$ cat config.mk
export PLATFORM = sky130hd
export DESIGN_NAME = systolic_skew_feeder
export DESIGN_NICKNAME = d
export VERILOG_FILES = /design/src/rtl/systolic_skew_feeder.sv
export SDC_FILE = /design/constraint.sdc
export NUM_CORES = 1
export LEC_CHECK = 0
export CORE_MARGIN = 2
export CORE_UTILIZATION = 59
export DETAILED_ROUTE_END_ITERATION = 6
export PLACE_DENSITY = 0.78
export REMOVE_ABC_BUFFERS = 1
export SKIP_CTS_REPAIR_TIMING = 1
export SLEW_MARGIN = 20
export SYNTH_ARGS = -nofsm -noshare
export SYNTH_HDL_FRONTEND = slang
export SYNTH_SLANG_ARGS = --single-unit
$ cat constraint.sdc
create_clock -name clk -period 8.07 [get_ports clk]
set_clock_uncertainty 0.15 [all_clocks]
set_input_delay 0.807 -clock clk [delete_from_list [all_inputs] [get_ports clk]]
set_output_delay 0.807 -clock clk [all_outputs]
set_load 0.1 [all_outputs]
$ cat src/rtl/systolic_skew_feeder.sv
// systolic_skew_feeder: gathers one tile of K_DEPTH k-vectors over a
// valid/ready handshake, then replays it with a diagonal skew (lane i
// delayed by i beats, zero outside its window) into the MAC array.

// One lane of the skew: shows slot t-LANE of this lane's column while it
// falls inside the K_DEPTH window, zero otherwise.
module systolic_skew_lane #(
  parameter int K_DEPTH    = 8,
  parameter int DATA_WIDTH = 8,
  parameter int TW         = 4,
  parameter int LANE       = 0
) (
  input  logic [TW-1:0]                      t,
  input  logic [K_DEPTH-1:0][DATA_WIDTH-1:0] col_a,
  input  logic [K_DEPTH-1:0][DATA_WIDTH-1:0] col_b,
  output logic [DATA_WIDTH-1:0]              a,
  output logic [DATA_WIDTH-1:0]              b
);
  // one-hot select of slot k where t == k + LANE
  always_comb begin
    a = '0;
    b = '0;
    for (int k = 0; k < K_DEPTH; k++) begin
      if (t == TW'(k + LANE)) begin
        a = col_a[k];
        b = col_b[k];
      end
    end
  end
endmodule

module systolic_skew_feeder #(
  parameter int ARRAY_SIZE = 8,
  parameter int DATA_WIDTH = 8,
  parameter int K_DEPTH    = 8
) (
  input  logic                             clk,
  input  logic                             rst_n,
  input  logic                             in_valid,
  output logic                             in_ready,
  input  logic [ARRAY_SIZE*DATA_WIDTH-1:0] in_a,
  input  logic [ARRAY_SIZE*DATA_WIDTH-1:0] in_b,
  output logic                             out_valid,
  output logic [ARRAY_SIZE*DATA_WIDTH-1:0] out_a,
  output logic [ARRAY_SIZE*DATA_WIDTH-1:0] out_b,
  output logic                             tile_done
);
  localparam int SL = K_DEPTH + ARRAY_SIZE - 1;   // beats per tile
  localparam int FW = (K_DEPTH > 1) ? $clog2(K_DEPTH) : 1;
  localparam int TW = (SL > 1) ? $clog2(SL) : 1;
  localparam logic [FW-1:0] FILL_LAST = FW'(K_DEPTH - 1);
  localparam logic [TW-1:0] T_LAST    = TW'(SL - 1);

  typedef enum logic {FILL, STREAM} state_t;

  state_t        state;
  logic [FW-1:0] fill_cnt;
  logic [TW-1:0] t;
  logic          hs;

  logic [K_DEPTH-1:0][ARRAY_SIZE-1:0][DATA_WIDTH-1:0] mem_a, mem_b;
  logic [ARRAY_SIZE-1:0][DATA_WIDTH-1:0]              skew_a, skew_b;

  assign in_ready = (state == FILL);
  assign hs       = in_valid & in_ready;

  // tile sequencer: fill K_DEPTH slots, then count out SL stream beats
  always_ff @(posedge clk or negedge rst_n) begin
    if (!rst_n) begin
      state    <= FILL;
      fill_cnt <= '0;
      t        <= '0;
    end else begin
      case (state)
        FILL: if (hs) begin
          if (fill_cnt == FILL_LAST) begin
            fill_cnt <= '0;
            t        <= '0;
            state    <= STREAM;
          end else begin
            fill_cnt <= fill_cnt + 1'b1;
          end
        end
        STREAM: begin
          if (t == T_LAST) begin
            t     <= '0;
            state <= FILL;
          end else begin
            t <= t + 1'b1;
          end
        end
        default: state <= FILL;
      endcase
    end
  end

  // tile buffer: written only on handshakes, so it is frozen while streaming
  always_ff @(posedge clk) begin
    if (hs) begin
      for (int k = 0; k < K_DEPTH; k++) begin
        if (fill_cnt == FW'(k)) begin
          mem_a[k] <= in_a;
          mem_b[k] <= in_b;
        end
      end
    end
  end

  for (genvar i = 0; i < ARRAY_SIZE; i++) begin : g_lane
    logic [K_DEPTH-1:0][DATA_WIDTH-1:0] col_a, col_b;

    // slice lane i out of every buffered k-vector
    always_comb begin
      for (int k = 0; k < K_DEPTH; k++) begin
        col_a[k] = mem_a[k][i];
        col_b[k] = mem_b[k][i];
      end
    end

    systolic_skew_lane #(
      .K_DEPTH(K_DEPTH), .DATA_WIDTH(DATA_WIDTH), .TW(TW), .LANE(i)
    ) u_lane (
      .t(t), .col_a(col_a), .col_b(col_b), .a(skew_a[i]), .b(skew_b[i])
    );
  end

  // output beat register; zeros (not held data) whenever not streaming
  always_ff @(posedge clk or negedge rst_n) begin
    if (!rst_n) begin
      out_valid <= 1'b0;
      out_a     <= '0;
      out_b     <= '0;
      tile_done <= 1'b0;
    end else if (state == STREAM) begin
      out_valid <= 1'b1;
      out_a     <= skew_a;
      out_b     <= skew_b;
      tile_done <= (t == T_LAST);
    end else begin
      out_valid <= 1'b0;
      out_a     <= '0;
      out_b     <= '0;
      tile_done <= 1'b0;
    end
  end
endmodule
==> results.md <==
| Metric | Value | Unit |
|---|---|---|
| RSZ-0062 raised after global routing | false | - |
| Synth area leaders | sky130_fd_sc_hd__edfxtp_1 68%, sky130_fd_sc_hd__dfrtp_1 7.7%, sky130_fd_sc_hd__o21ai_0 2.7% | - |
| Maximum number of pins on one net before global-route repair | 167 | - |
| Clock tree from TritonCTS | built | - |
| Mean area per synthesized cell | 15.6 | um^2 |
| Number of vias after detailed routing | 27,500 | - |
| Worst min path class | in2async | - |
| Placed cell areas | 48,300 | um^2 |
| CORE AREA | 75,800 | um^2 |
| Fin nets | 3,213 | - |
| Worst reg2reg path endpoint | out_b[28] | - |
| Total non-filler cell area in the finished layout | 51,900 | um^2 |
| Proportion of synthesized chip area in sequential cells | 0.758 | - |
| Leakage power summed over all cells | 17.3 | nW |
| Number of buffers created by CTS | 107 | - |
| Die boundary height | 281 | um |
| Worst vdd rail ir drop | 0.237 | mV |
| Final-report hold violation count | 0 | - |
| Shortest clock period the worst path allows after layout | 4290 | ps |
| Largest fanout of any net on the critical path | 63 | - |
| Most numerous cell in the Yosys netlist | sky130_fd_sc_hd__edfxtp_1 | - |
| Detailed-route DRC error count | 1 | - |
| Final RePlAce weighted congestion | 0.802 | - |
| Post-route total power | 18.6 | mW |
| Required @ worst endpoint | 8460 | ps |
| Outcome | finished, violations left | - |
| Least-Margin Pin Slew | 1150 | ps |
| Delay of the slowest cell on the worst path | 940 | ps |
| Power Dens Cells | 357 | nW/um^2 |
| Setup crit end kind | flop | - |
| Cell variety after synth | 68 | - |
| Port bufs | 261 | - |
| Classification of the worst setup path | reg2reg | - |
| Worst path top cell family by delay | buffers and inverters | - |
| Data arrival time at the worst-slack endpoint | 4680 | ps |
| Global-route usage over all layers | 0.289 | - |
| CTS max path bufs | 3 | - |
| GRT Residual Overflow | 0 | - |
| Mean routed wirelength per cell | 27.5 | um |
| Total of endpoints with negative setup slack in the final report | 0 | - |
| Number of enable-type register cells in the synthesized netlist | 1,024 | - |
| DR pass1 iterations | 7 | - |
| Number of nets with antenna violations after routing | 0 | - |
| Headroom to the max-slew limit | 0.231 | - |
| Maximum capacitance violations | 0 | - |
| Grt peak-use layer | met2 | - |
| Share of flip-flops with an asynchronous set or reset | 0.119 | - |
| Global-route wire length before repair | 170,000 | um |
| Cell repeated most along the worst path | sky130_fd_sc_hd__buf_4 | - |
| Maximum clock frequency | 0.233 | GHz |
| Antenna violations before repair | 14 | - |
| Startpoint types | flop | - |
| Total routed wirelength | 114,000 | um |
| Critical path, cell by cell | buf_4, nor3b_4, buf_4, o21ai_0, a222oi_1, a21oi_1 | - |
| Library cell with the largest summed area after synthesis | sky130_fd_sc_hd__edfxtp_1 | - |
| Prevailing post-synth register cell | sky130_fd_sc_hd__edfxtp_1 | - |
| Number of buffers and inverters on the critical path | 2 | - |
| Number of instances in the synthesized netlist | 2,890 | - |
| Detailed placer's ending HPWL | 62,100 | um |
| Area share of the largest cell type after synthesis | 0.682 | - |
| Area delta synth->final | 15.1 | % |
| Insertion delay to the later sink of the worst-skew pair | 670 | ps |
| R2R Path Start | t[3] | - |
| Met3 layer usage reported by global route | 0.0628 | - |
| Starting Density | 0.595 | - |
| Area of the die | 78,700 | um^2 |
| Max stage delay cell, worst path | sky130_fd_sc_hd__dfrtp_4 | - |
| Netlist area before placement | 45,100 | um^2 |
| Count of yosys warnings during synthesis | 0 | - |
| Met1 demand-to-capacity share in global routing | 0.376 | - |
| CTS HTree Levels | 3 | - |
| Vias in the first global route | 28,300 | - |
| Post-route clock period utilization | 0.532 | - |
| Avg Vias per Cell | 6.62 | - |
| Seq cells post-synth | 1,162 | - |
| I/O pins | 262 | - |
| M2 GR Usage | 0.484 | - |
| Number of DRC violations after detailed-routing iteration 0 | 3,657 | - |
| Commonest cells in the synthesized netlist | 1,024 x sky130_fd_sc_hd__edfxtp_1, 241 x sky130_fd_sc_hd__o21ai_0, 138 x sky130_fd_sc_hd__dfrtp_1, 133 x sky130_fd_sc_hd__nor2_1, 124 x sky130_fd_sc_hd__a21oi_1 | - |
| Total count of max-transition violations in the final report | 0 | - |
| Library cell used as clock root buffer | sky130_fd_sc_hd__clkbuf_16 | - |
| Number of standard-cell rows in the floorplan | 101 | - |
| Number of inserted filler cells in the final layout | 4,797 | - |
| Floorplan die width | 281 | um |
| Failing checks | design-rule violations | - |
| Fraction of final layout cells with drive strength greater than 1 | 0.0846 | - |
| Clock-pin slew on the worst setup and hold paths | 60 | ps |
| CTS Sinks | 1,162 | - |
| Worst R2R Setup Slack | 3780 | ps |
| Reg2reg path depth | 6 | - |
[report_power, final]
part / internal, mW / total, mW / leakage [nW] / switching, mW
clock network: 2.91 / 5.05 / 1.73 / 2.14
registers: 7.04 / 7.41 / 11.0 / 0.373
logic: 1.81 / 6.09 / 4.52 / 4.28
[routing by layer]
metal / share of wire / wire length [um] / vias to the layer above
li1: - / - / 11700
met1: 0.37 / 42400 / 13800
met2: 0.50 / 56800 / 1676
met3: 0.10 / 11700 / 252
met4: 0.028 / 3240 / 14
met5: 0.00074 / 84 / -
[registers in the layout (all words and copies together), names as in the netlist]
register / flops
state: 1
t: 4
out_b: 64
g_lane.col_b: 512
tile_done: 1
g_lane.col_a: 512
out_a: 64
fill_cnt: 3
out_valid: 1
[layout make-up]
class	instances	area, um^2	area share
sequential	1162	34200	0.659
multi-input combinational	1453	9740	0.188
timing repair buffer	305	3020	0.0582
clock buffer	158	3020	0.0582
tap	978	1220	0.0236
clock inverter	43	499	0.00962
inverter	47	176	0.00340
antenna	6	15.0	0.000289
[worst max-delay path by stage]
stage / from / to / slack, ps / depth (start not counted)
floorplan: t[0] / out_b[53] / -4310 / 4
global placement: in_valid / g_lane[2].col_a[8] / 3590 / 4
detailed placement: in_valid / g_lane[2].col_a[15] / 3430 / 4
CTS: t[3] / out_b[28] / 3920 / 6
global route: t[3] / out_a[31] / 3740 / 6
finish: t[3] / out_b[28] / 3780 / 6
[cells in the final DEF (no fill, tap or decap), types with 16 or more instances in the layout]
| master | instances |
|---|---|
| sky130_fd_sc_hd__nor3_1 | 16 |
| sky130_fd_sc_hd__o22ai_1 | 65 |
| sky130_fd_sc_hd__dfrtp_1 | 133 |
| sky130_fd_sc_hd__clkinv_2 | 18 |
| sky130_fd_sc_hd__edfxtp_1 | 1024 |
| sky130_fd_sc_hd__clkbuf_1 | 37 |
| sky130_fd_sc_hd__o21a_1 | 26 |
| sky130_fd_sc_hd__o221ai_1 | 52 |
| sky130_fd_sc_hd__nand2b_1 | 40 |
| sky130_fd_sc_hd__a31oi_1 | 18 |
| sky130_fd_sc_hd__o32ai_1 | 23 |
| sky130_fd_sc_hd__o21ai_1 | 26 |
| sky130_fd_sc_hd__a21oi_1 | 124 |
| sky130_fd_sc_hd__nor2b_1 | 22 |
| sky130_fd_sc_hd__o2bb2ai_1 | 42 |
| sky130_fd_sc_hd__a222oi_1 | 24 |
| sky130_fd_sc_hd__a211oi_1 | 23 |
| sky130_fd_sc_hd__and2_1 | 19 |
| sky130_fd_sc_hd__clkbuf_16 | 108 |
| sky130_fd_sc_hd__a22oi_1 | 32 |
| sky130_fd_sc_hd__mux2i_1 | 108 |
| sky130_fd_sc_hd__o22a_1 | 43 |
| sky130_fd_sc_hd__inv_1 | 46 |
| sky130_fd_sc_hd__a22o_1 | 25 |
| sky130_fd_sc_hd__clkdlybuf4s50_1 | 260 |
| sky130_fd_sc_hd__o31a_1 | 16 |
| sky130_fd_sc_hd__nand3b_1 | 23 |
| sky130_fd_sc_hd__o21ai_0 | 241 |
| sky130_fd_sc_hd__a221o_1 | 16 |
| sky130_fd_sc_hd__nand2_1 | 111 |
| sky130_fd_sc_hd__and3b_1 | 20 |
| sky130_fd_sc_hd__buf_4 | 37 |
| sky130_fd_sc_hd__nor2_1 | 131 |
| sky130_fd_sc_hd__mux2_2 | 26 |
| sky130_fd_sc_hd__a221oi_1 | 20 |
[kinds of logic after synthesis]
family	after synthesis	synth area share
compound gates	869	0.130
fa+ha+maj	6	0.00166
buf+inv	275	0.0284
flops	1162	0.758
mux	134	0.0305
simple gates	444	0.0509
[per-stage QoR]
step	worst slack, ps	setup TNS [ps]	hold WS [ps]	instances	util
5_1_grt	3740	0	168	4151	0.685
3_5_place_dp	3430	0	293	3942	0.637
4_1_cts	3920	0	130	4143	0.684
3_3_place_gp	3590	0	295	3941	0.637
6_report	3780	0	109	4152	0.685
2_1_floorplan	-4310	-459620	282	2662	-
No activity file was read; power rests on OpenSTA's default activity.
